### src/rtl/gost89_ecb_core_if.sv
// ---------------------------------------------------------------------------
// gost89_ecb_core_if
//
// Bundles the block-level handshake and data buses of gost89_ecb_core.
//
// Signals:
//   in_valid  - producer offers a block
//   in_ready  - core can take a block this cycle
//   in_mode   - 1 = decrypt, 0 = encrypt
//   in_key    - 256-bit key, K0 in the top 32 bits, K7 in the bottom 32 bits
//   in_sbox   - 512-bit S-box table (8 boxes x 16 entries x 4 bits)
//   in_data   - 64-bit block, N1 in the top half, N2 in the bottom half
//   out_valid - result block available
//   out_ready - consumer takes the result
//   out_data  - 64-bit result block
//   busy      - rounds are being computed
//
// Modports:
//   slave  - the cipher core side
//   master - the side that feeds blocks and collects results
// ---------------------------------------------------------------------------
interface gost89_ecb_core_if;
    logic         in_valid;
    logic         in_ready;
    logic         in_mode;
    logic [255:0] in_key;
    logic [511:0] in_sbox;
    logic [63:0]  in_data;
    logic         out_valid;
    logic         out_ready;
    logic [63:0]  out_data;
    logic         busy;

    modport slave (
        input  in_valid, in_mode, in_key, in_sbox, in_data, out_ready,
        output in_ready, out_valid, out_data, busy
    );

    modport master (
        output in_valid, in_mode, in_key, in_sbox, in_data, out_ready,
        input  in_ready, out_valid, out_data, busy
    );
endinterface

### src/rtl/gost89_ecb_core.sv
// ---------------------------------------------------------------------------
// gost89_ecb_core
//
// GOST 28147-89 ECB engine. One 64-bit block is encrypted or decrypted per
// transaction; UNROLL rounds are evaluated per clock, so a block takes
// 32/UNROLL cycles from accept to result. Key, S-box and direction are
// captured when the block is accepted, so the caller may change them freely
// while the block is in flight.
//
// Parameters:
//   UNROLL - rounds per clock: 1, 2, 4, 8, 16 or 32
//
// Ports:
//   clk   - clock, all state updates on the rising edge
//   reset - synchronous, active-high; aborts any block in progress
//   bus   - gost89_ecb_core_if.slave (input/output handshakes, data, busy)
//
// S-box table layout (shared with gost89_round): box i substitutes nibble i
// of the 32-bit word (nibble 0 = bits 3:0) and occupies in_sbox[64*i +: 64];
// entry v of that box is at in_sbox[64*i + 4*v +: 4].
// ---------------------------------------------------------------------------

// One Feistel round: N1' = N2 ^ f(N1 + K), N2' = N1, where f is the eight
// 4-bit substitutions followed by a rotate left by 11.
module gost89_round (
    input  logic [31:0]  n1_i,
    input  logic [31:0]  n2_i,
    input  logic [31:0]  key_i,
    input  logic [511:0] sbox_i,
    output logic [31:0]  n1_o,
    output logic [31:0]  n2_o
);
    logic [31:0] sum;
    logic [31:0] subst;

    // Modular add with the round key, then substitute each nibble through
    // its own S-box.
    always_comb begin
        sum   = n1_i + key_i;
        subst = '0;
        for (int i = 0; i < 8; i++) begin
            subst[4*i +: 4] = sbox_i[64*i + int'({sum[4*i +: 4], 2'b00}) +: 4];
        end
    end

    assign n1_o = n2_i ^ {subst[20:0], subst[31:21]};
    assign n2_o = n1_i;
endmodule

module gost89_ecb_core #(
    parameter int UNROLL = 1
) (
    input  logic             clk,
    input  logic             reset,
    gost89_ecb_core_if.slave bus
);
    localparam bit LEGAL_UNROLL = (UNROLL == 1) || (UNROLL == 2) || (UNROLL == 4) ||
                                  (UNROLL == 8) || (UNROLL == 16) || (UNROLL == 32);
    localparam int NCYC  = (UNROLL > 0 && UNROLL <= 32) ? 32 / UNROLL : 1;
    localparam int LOG_U = (UNROLL > 1) ? $clog2(UNROLL) : 0;
    localparam int CW    = (NCYC > 1) ? $clog2(NCYC) : 1;

    if (!LEGAL_UNROLL) begin : gBadUnroll
        $error("gost89_ecb_core: UNROLL must be 1, 2, 4, 8, 16 or 32");
    end

    typedef enum logic [1:0] {
        IDLE = 2'd0,
        RUN  = 2'd1,
        DONE = 2'd2
    } state_t;

    state_t         state_q, state_d;
    logic [CW-1:0]  cnt_q,   cnt_d;
    logic [31:0]    n1_q,    n1_d;
    logic [31:0]    n2_q,    n2_d;
    logic           mode_q,  mode_d;
    logic [255:0]   key_q,   key_d;
    logic [511:0]   sbox_q,  sbox_d;
    logic [63:0]    out_q,   out_d;

    logic           accept;
    logic           lastCycle;
    logic [4:0]     baseRound;
    logic [31:0]    chainN1 [UNROLL+1];
    logic [31:0]    chainN2 [UNROLL+1];

    // A finished block can be drained and a new one taken on the same edge,
    // so ready looks at out_ready in DONE but never at in_valid.
    assign bus.in_ready  = (state_q == IDLE) || ((state_q == DONE) && bus.out_ready);
    assign bus.out_valid = (state_q == DONE);
    assign bus.busy      = (state_q == RUN);
    assign bus.out_data  = out_q;

    assign accept    = bus.in_valid && bus.in_ready;
    assign lastCycle = (cnt_q == CW'(NCYC - 1));

    // First round handled this cycle; the low LOG_U bits are always zero so
    // the per-stage offset can simply be OR-ed in.
    assign baseRound = 5'(cnt_q) << LOG_U;

    assign chainN1[0] = n1_q;
    assign chainN2[0] = n2_q;

    // Unrolled round chain. Encryption walks the key forward for rounds
    // 0..23 and backward for 24..31; decryption walks forward only for 0..7.
    // A backward index 7-(r%8) is just the bitwise inverse of r[2:0], and
    // key word i lives at key_q[32*(7-i) +: 32].
    for (genvar u = 0; u < UNROLL; u++) begin : gRound
        logic [4:0] roundIdx;
        logic       forwardKey;
        logic [2:0] keyIdx;

        assign roundIdx   = baseRound | 5'(u);
        assign forwardKey = mode_q ? (roundIdx < 5'd8) : (roundIdx < 5'd24);
        assign keyIdx     = forwardKey ? roundIdx[2:0] : ~roundIdx[2:0];

        gost89_round uRound (
            .n1_i   (chainN1[u]),
            .n2_i   (chainN2[u]),
            .key_i  (key_q[{~keyIdx, 5'b00000} +: 32]),
            .sbox_i (sbox_q),
            .n1_o   (chainN1[u+1]),
            .n2_o   (chainN2[u+1])
        );
    end

    // Next-state logic. The last round does not swap halves, so the result
    // is the chain output with its two halves exchanged back, written
    // straight into the output register. An accept overrides whatever the
    // DONE branch decided, which gives the same-edge drain-and-reload.
    always_comb begin
        state_d = state_q;
        cnt_d   = cnt_q;
        n1_d    = n1_q;
        n2_d    = n2_q;
        mode_d  = mode_q;
        key_d   = key_q;
        sbox_d  = sbox_q;
        out_d   = out_q;

        case (state_q)
            IDLE: begin
                state_d = IDLE;
            end
            RUN: begin
                if (lastCycle) begin
                    out_d   = {chainN2[UNROLL], chainN1[UNROLL]};
                    state_d = DONE;
                end else begin
                    n1_d  = chainN1[UNROLL];
                    n2_d  = chainN2[UNROLL];
                    cnt_d = cnt_q + CW'(1);
                end
            end
            DONE: begin
                if (bus.out_ready) begin
                    state_d = IDLE;
                end
            end
            default: begin
                state_d = IDLE;
            end
        endcase

        if (accept) begin
            state_d = RUN;
            cnt_d   = '0;
            n1_d    = bus.in_data[63:32];
            n2_d    = bus.in_data[31:0];
            mode_d  = bus.in_mode;
            key_d   = bus.in_key;
            sbox_d  = bus.in_sbox;
        end
    end

    // State registers; reset wins over a simultaneous accept and throws away
    // any block in flight.
    always_ff @(posedge clk) begin
        if (reset) begin
            state_q <= IDLE;
            cnt_q   <= '0;
            n1_q    <= '0;
            n2_q    <= '0;
            mode_q  <= 1'b0;
            key_q   <= '0;
            sbox_q  <= '0;
            out_q   <= '0;
        end else begin
            state_q <= state_d;
            cnt_q   <= cnt_d;
            n1_q    <= n1_d;
            n2_q    <= n2_d;
            mode_q  <= mode_d;
            key_q   <= key_d;
            sbox_q  <= sbox_d;
            out_q   <= out_d;
        end
    end
endmodule

### src/flat_wrapper.sv
// flat-port wrapper written by rule: the top's interface ports become plain ports
module gost89_ecb_core_flat 
#(
    parameter int UNROLL = 1
)
  (clk, reset, bus_in_valid, bus_in_mode, bus_in_key, bus_in_sbox, bus_in_data, bus_out_ready, bus_in_ready, bus_out_valid, bus_out_data, bus_busy);
  gost89_ecb_core_if bus_i ();
  input  logic clk;
  input  logic reset;
  input wire logic [$bits(bus_i.in_valid)-1:0] bus_in_valid;
  input wire logic [$bits(bus_i.in_mode)-1:0] bus_in_mode;
  input wire logic [$bits(bus_i.in_key)-1:0] bus_in_key;
  input wire logic [$bits(bus_i.in_sbox)-1:0] bus_in_sbox;
  input wire logic [$bits(bus_i.in_data)-1:0] bus_in_data;
  input wire logic [$bits(bus_i.out_ready)-1:0] bus_out_ready;
  output wire logic [$bits(bus_i.in_ready)-1:0] bus_in_ready;
  output wire logic [$bits(bus_i.out_valid)-1:0] bus_out_valid;
  output wire logic [$bits(bus_i.out_data)-1:0] bus_out_data;
  output wire logic [$bits(bus_i.busy)-1:0] bus_busy;
  assign bus_i.in_valid = bus_in_valid;
  assign bus_i.in_mode = bus_in_mode;
  assign bus_i.in_key = bus_in_key;
  assign bus_i.in_sbox = bus_in_sbox;
  assign bus_i.in_data = bus_in_data;
  assign bus_i.out_ready = bus_out_ready;
  assign bus_in_ready = bus_i.in_ready;
  assign bus_out_valid = bus_i.out_valid;
  assign bus_out_data = bus_i.out_data;
  assign bus_busy = bus_i.busy;
  gost89_ecb_core #(.UNROLL(UNROLL)) u_core (.clk(clk), .reset(reset), .bus(bus_i));
endmodule
### config.mk
export PLATFORM = sky130hd
export DESIGN_NAME = gost89_ecb_core_flat
export DESIGN_NICKNAME = d
export VERILOG_FILES = /design/src/rtl/gost89_ecb_core_if.sv /design/src/rtl/gost89_ecb_core.sv /design/src/flat_wrapper.sv
export SDC_FILE = /design/constraint.sdc
export NUM_CORES = 2
export LEC_CHECK = 0
export BUFFER_PORTS_ARGS = -buffer_cell sky130_fd_sc_hd__buf_2
export CORE_AREA = 2 2 348 350
export CTS_CLUSTER_DIAMETER = 150
export CTS_CLUSTER_SIZE = 30
export DETAILED_ROUTE_END_ITERATION = 7
export DIE_AREA = 0 0 350 352
export PLACE_DENSITY_LB_ADDON = 0.12
export SYNTH_ARGS = -nofsm -noshare
export SYNTH_HDL_FRONTEND = slang
export SYNTH_SLANG_ARGS = --single-unit
### constraint.sdc
create_clock -name clk -period 7.1 [get_ports clk]
set_input_delay 0.71 -clock clk [delete_from_list [all_inputs] [get_ports clk]]
set_output_delay 0.71 -clock clk [all_outputs]
set_load 0.02 [all_outputs]
==> key figures <==
Global route
  • GR Util met2: 43.7%
  • Pin count of the biggest net entering global routing: 203
  • First-pass GRT wire length: 240 mm
  • Initial antenna violation count: 45
  • Vias in the first global route: 36,200
  • GR peak layer: met2
  • Met1 usage: 33.8%
  • Total track usage: 26.0%
  • Grt met3 use: 4.95%
  • GRT overflow: 0

Clocking
  • Latest clock arrival within the worst-skew pair: 0.66 ns
  • Post-CTS Setup Bufs: 0
  • Clk sinks: 904
  • Clk slew on worst S/H paths: 0.12 ns
  • Hold_buf cts: 0
  • Clock Path Buffers: 3
  • CTS Root Buffer Type: clkbuf_16
  • CTS Buf Count: 36
  • CTS H-tree depth: 2
  • CTS tree: done
  • Post_cts resized: 0

Synthesis
  • Area contributors post-synth: dfxtp_1 (44%), nand2_1 (16%), a21oi_1 (11%), mux4_2 (8.0%), mux2i_1 (3.8%)
  • Register area share after synthesis: 44.5%
  • Gate Count Post-Synth: 4,964
  • Area leader, netlist: dfxtp_1
  • Ys Warns: 0
  • Most common flop cell mapped by yosys: dfxtp_1
  • Synth cell types: 68
  • Async S/R FF share, synth: 0%
  • Synth Net Count: 5,836
  • Share of the synthesized area in the top cell type: 44.5%
  • Post-synth EDFFs: 0
  • Most frequent cell after synthesis: nand2_1
  • Post-Syn Area: 40,700 sq um
  • Synth Register Bits: 904
  • Mapped Avg Cell Area: 8.20 sq um
  • Top cells by count, synth: nand2_1 (1,746), dfxtp_1 (904), a21oi_1 (877), clkbuf_1 (357), mux2i_1 (155)

Min path
  • Hold WC Path Type: in2reg
  • Worst hold stages: 3

Worst setup path
  • Crit-path max FO: 26
  • CP bufs+invs: 1
  • R2R cell count: 18
  • Critical setup path kind: reg2reg
  • Crit path required time: 7.67 ns
  • Cells along the critical path: maj3_1, xnor2_2, buf_12, mux4_2, mux2_2, ha_1, nand4_1, nor2_1, and3_1, o31ai_4, a2111oi_0, nor3_1, o21ai_1, o22ai_1, a221oi_1, mux2i_1, xor2_1, a21oi_1
  • Delay-heaviest family, CP: compound AO/OA/AOI/OAI gates
  • Worst setup EP type: flop
  • Critical Path Start Type: flop
  • CP arrival: 7.23 ns
  • Worst reg-to-reg setup slack: 0.44 ns
  • CP Depth: 18
  • CP max stage delay: 0.67 ns
  • Critical-path top delay cell: a2111oi_0

Floorplanning
  • Die height: 352 um
  • IO Pins: 904
  • Initial Util: 34.1%
  • Rows: 127
  • Chip width: 350 um
  • Core box area: 119,000 sq um
  • Die area: 123,000 sq um

Power
  • Sw frac: 32.1%
  • Seq pwr share: 52.0%
  • P_leak: 19.1 nW
  • Logic pwr share: 23.3%
  • Max rail drop VDD: 0.000168 V
  • PD cells: 228 nW/um^2
  • Clock power share: 24.8%
  • Sw power: 3.49 mW
  • Internal power: 7.37 mW
  • Total power: 10.9 mW

Timing
  • Clock skew: 0.0347 ns
  • Fin. Hold Viols: 0
  • Final Critical Period: 6.66 ns
  • F_max: 150 MHz
  • Max Slew Vio Count: 0
  • Setup TNS: 0 ns
  • Final Cycle Share: 93.8%
  • Final Setup Violations: 0
  • Max_slew headroom: 22.2%
  • Worst-margin pin slew: 1.16 ns
  • RSZ-0062 raised after global routing: no

Placement
  • Placer Congestion: 0.902
  • Dpl hpwl: 127 mm
  • I/O Buffers: 903
  • Placed cells: 7,151

Finish
  • Fillers: 12,500
  • Area of the multi-input gates: 21,200 sq um
  • Final #Nets: 6,450
  • Register area: 18,100 sq um
  • Post-Layout Cell Count: 7,210
  • Post-layout util: 39.9%
  • Area growth syn-to-layout: 17.0%
  • Share of cells above drive strength 1: 22.2%

Routing
  • Drt first-iter violations: 3,285
  • WL final: 168 mm
  • Residual DRC: 0
  • Drt first pass iters: 5
  • Routed Antenna Nets: 0
  • Vias post-DR: 37,700
  • DR vias/cell: 5.23
  • Wire length per cell after detailed routing: 23.4 um

Run status
  • Outcome: finished, final reports clean

Run
  • Max Cap Violations: 0
routing by layer:
metal  up-vias  part of all wire (%)
met1     18200                    43
met5         -                  0.22
li1      18200                     -
met3       218                   6.3
met2      1079                    48
met4        56                   2.8
state kept, by name, summed over array words and instances (netlist names):
name                 cells
u_core.state_q           2
u_core.bus.out_data     64
u_core.baseRound         5
u_core.mode_q            1
u_core.sbox_q          512
u_core.n1_q             32
u_core.n2_q             32
u_core.key_q           256
metrics by stage:
step           worst slack, ns  cell area, sq um  hold WS, ns
2_1_floorplan            0.571             40700        0.432
3_3_place_gp             0.460             46600        0.440
3_5_place_dp             0.486             46600        0.445
4_1_cts                  0.450             47500        0.193
5_1_grt                0.00657             47600        0.251
6_report                 0.439             47600        0.237
cell families (layout without fill, tap and decap cells):
group                    after synthesis  in the layout  synth area share [%]
adder cells (fa/ha/maj)               36             36                  1.12
multiplexers                         352            352                  13.3
XOR/XNOR                              71             71                  1.55
AO/OA/AOI/OAI                       1203           1203                  16.6
flip-flops                           904            904                  44.5
other                                  0             15                     0
buffers and inverters                404           1023                  3.82
AND/OR/NAND/NOR                     1994           1994                  19.2
path summary, 6_finish.rpt:
check | to | from
min reg2reg | u_core.sbox_q[140] | u_core.sbox_q[140]
min | u_core.n1_q[18] | bus_in_data[50]
max | u_core.bus.out_data[8] | u_core.baseRound[3]
max reg2reg | u_core.bus.out_data[8] | u_core.baseRound[3]
power by group through the flow:
stage	clock network [mW]	registers, mW	logic, mW
after global routing	2.91	5.67	2.75
final	2.69	5.64	2.53
after global placement	0	5.76	2.53
after detailed placement	0	5.75	2.54
after CTS	2.77	5.64	2.55
after floorplan	0	5.62	1.65
cells in the final DEF (no fill, tap or decap), types with 31 or more instances in the layout:
master	instances
a21oi_1	876
a311oi_1	38
buf_2	902
buf_4	54
clkbuf_16	37
dfxtp_1	904
ha_1	33
mux2_2	45
mux2i_1	155
mux4_2	145
nand2_1	1744
nand3_1	46
nor2_1	106
o21ai_0	65
o22ai_1	50
xor2_1	31
cell type report:
cell class / instances / area share, %
diodes: 15 / 0.0789
clock buffers: 38 / 1.97
clock inverters: 5 / 0.0973
inverters: 10 / 0.0789
multi-input cells: 3656 / 44.6
flip-flops and latches: 904 / 38.0
well taps: 1612 / 4.24
repair buffers: 970 / 10.9
worst reg2reg max path: cells and delay by family (launching register included):
kind | cells | cell delay (ns)
buffers and inverters | 1 | 0.32
XOR/XNOR | 2 | 0.75
multiplexers | 3 | 1.06
AND/OR/NAND/NOR | 4 | 0.81
flip-flops | 1 | 0.35
AO/OA/AOI/OAI | 6 | 2.36
adder cells (fa/ha/maj) | 2 | 0.94
(Power assumes the default switching activity.)
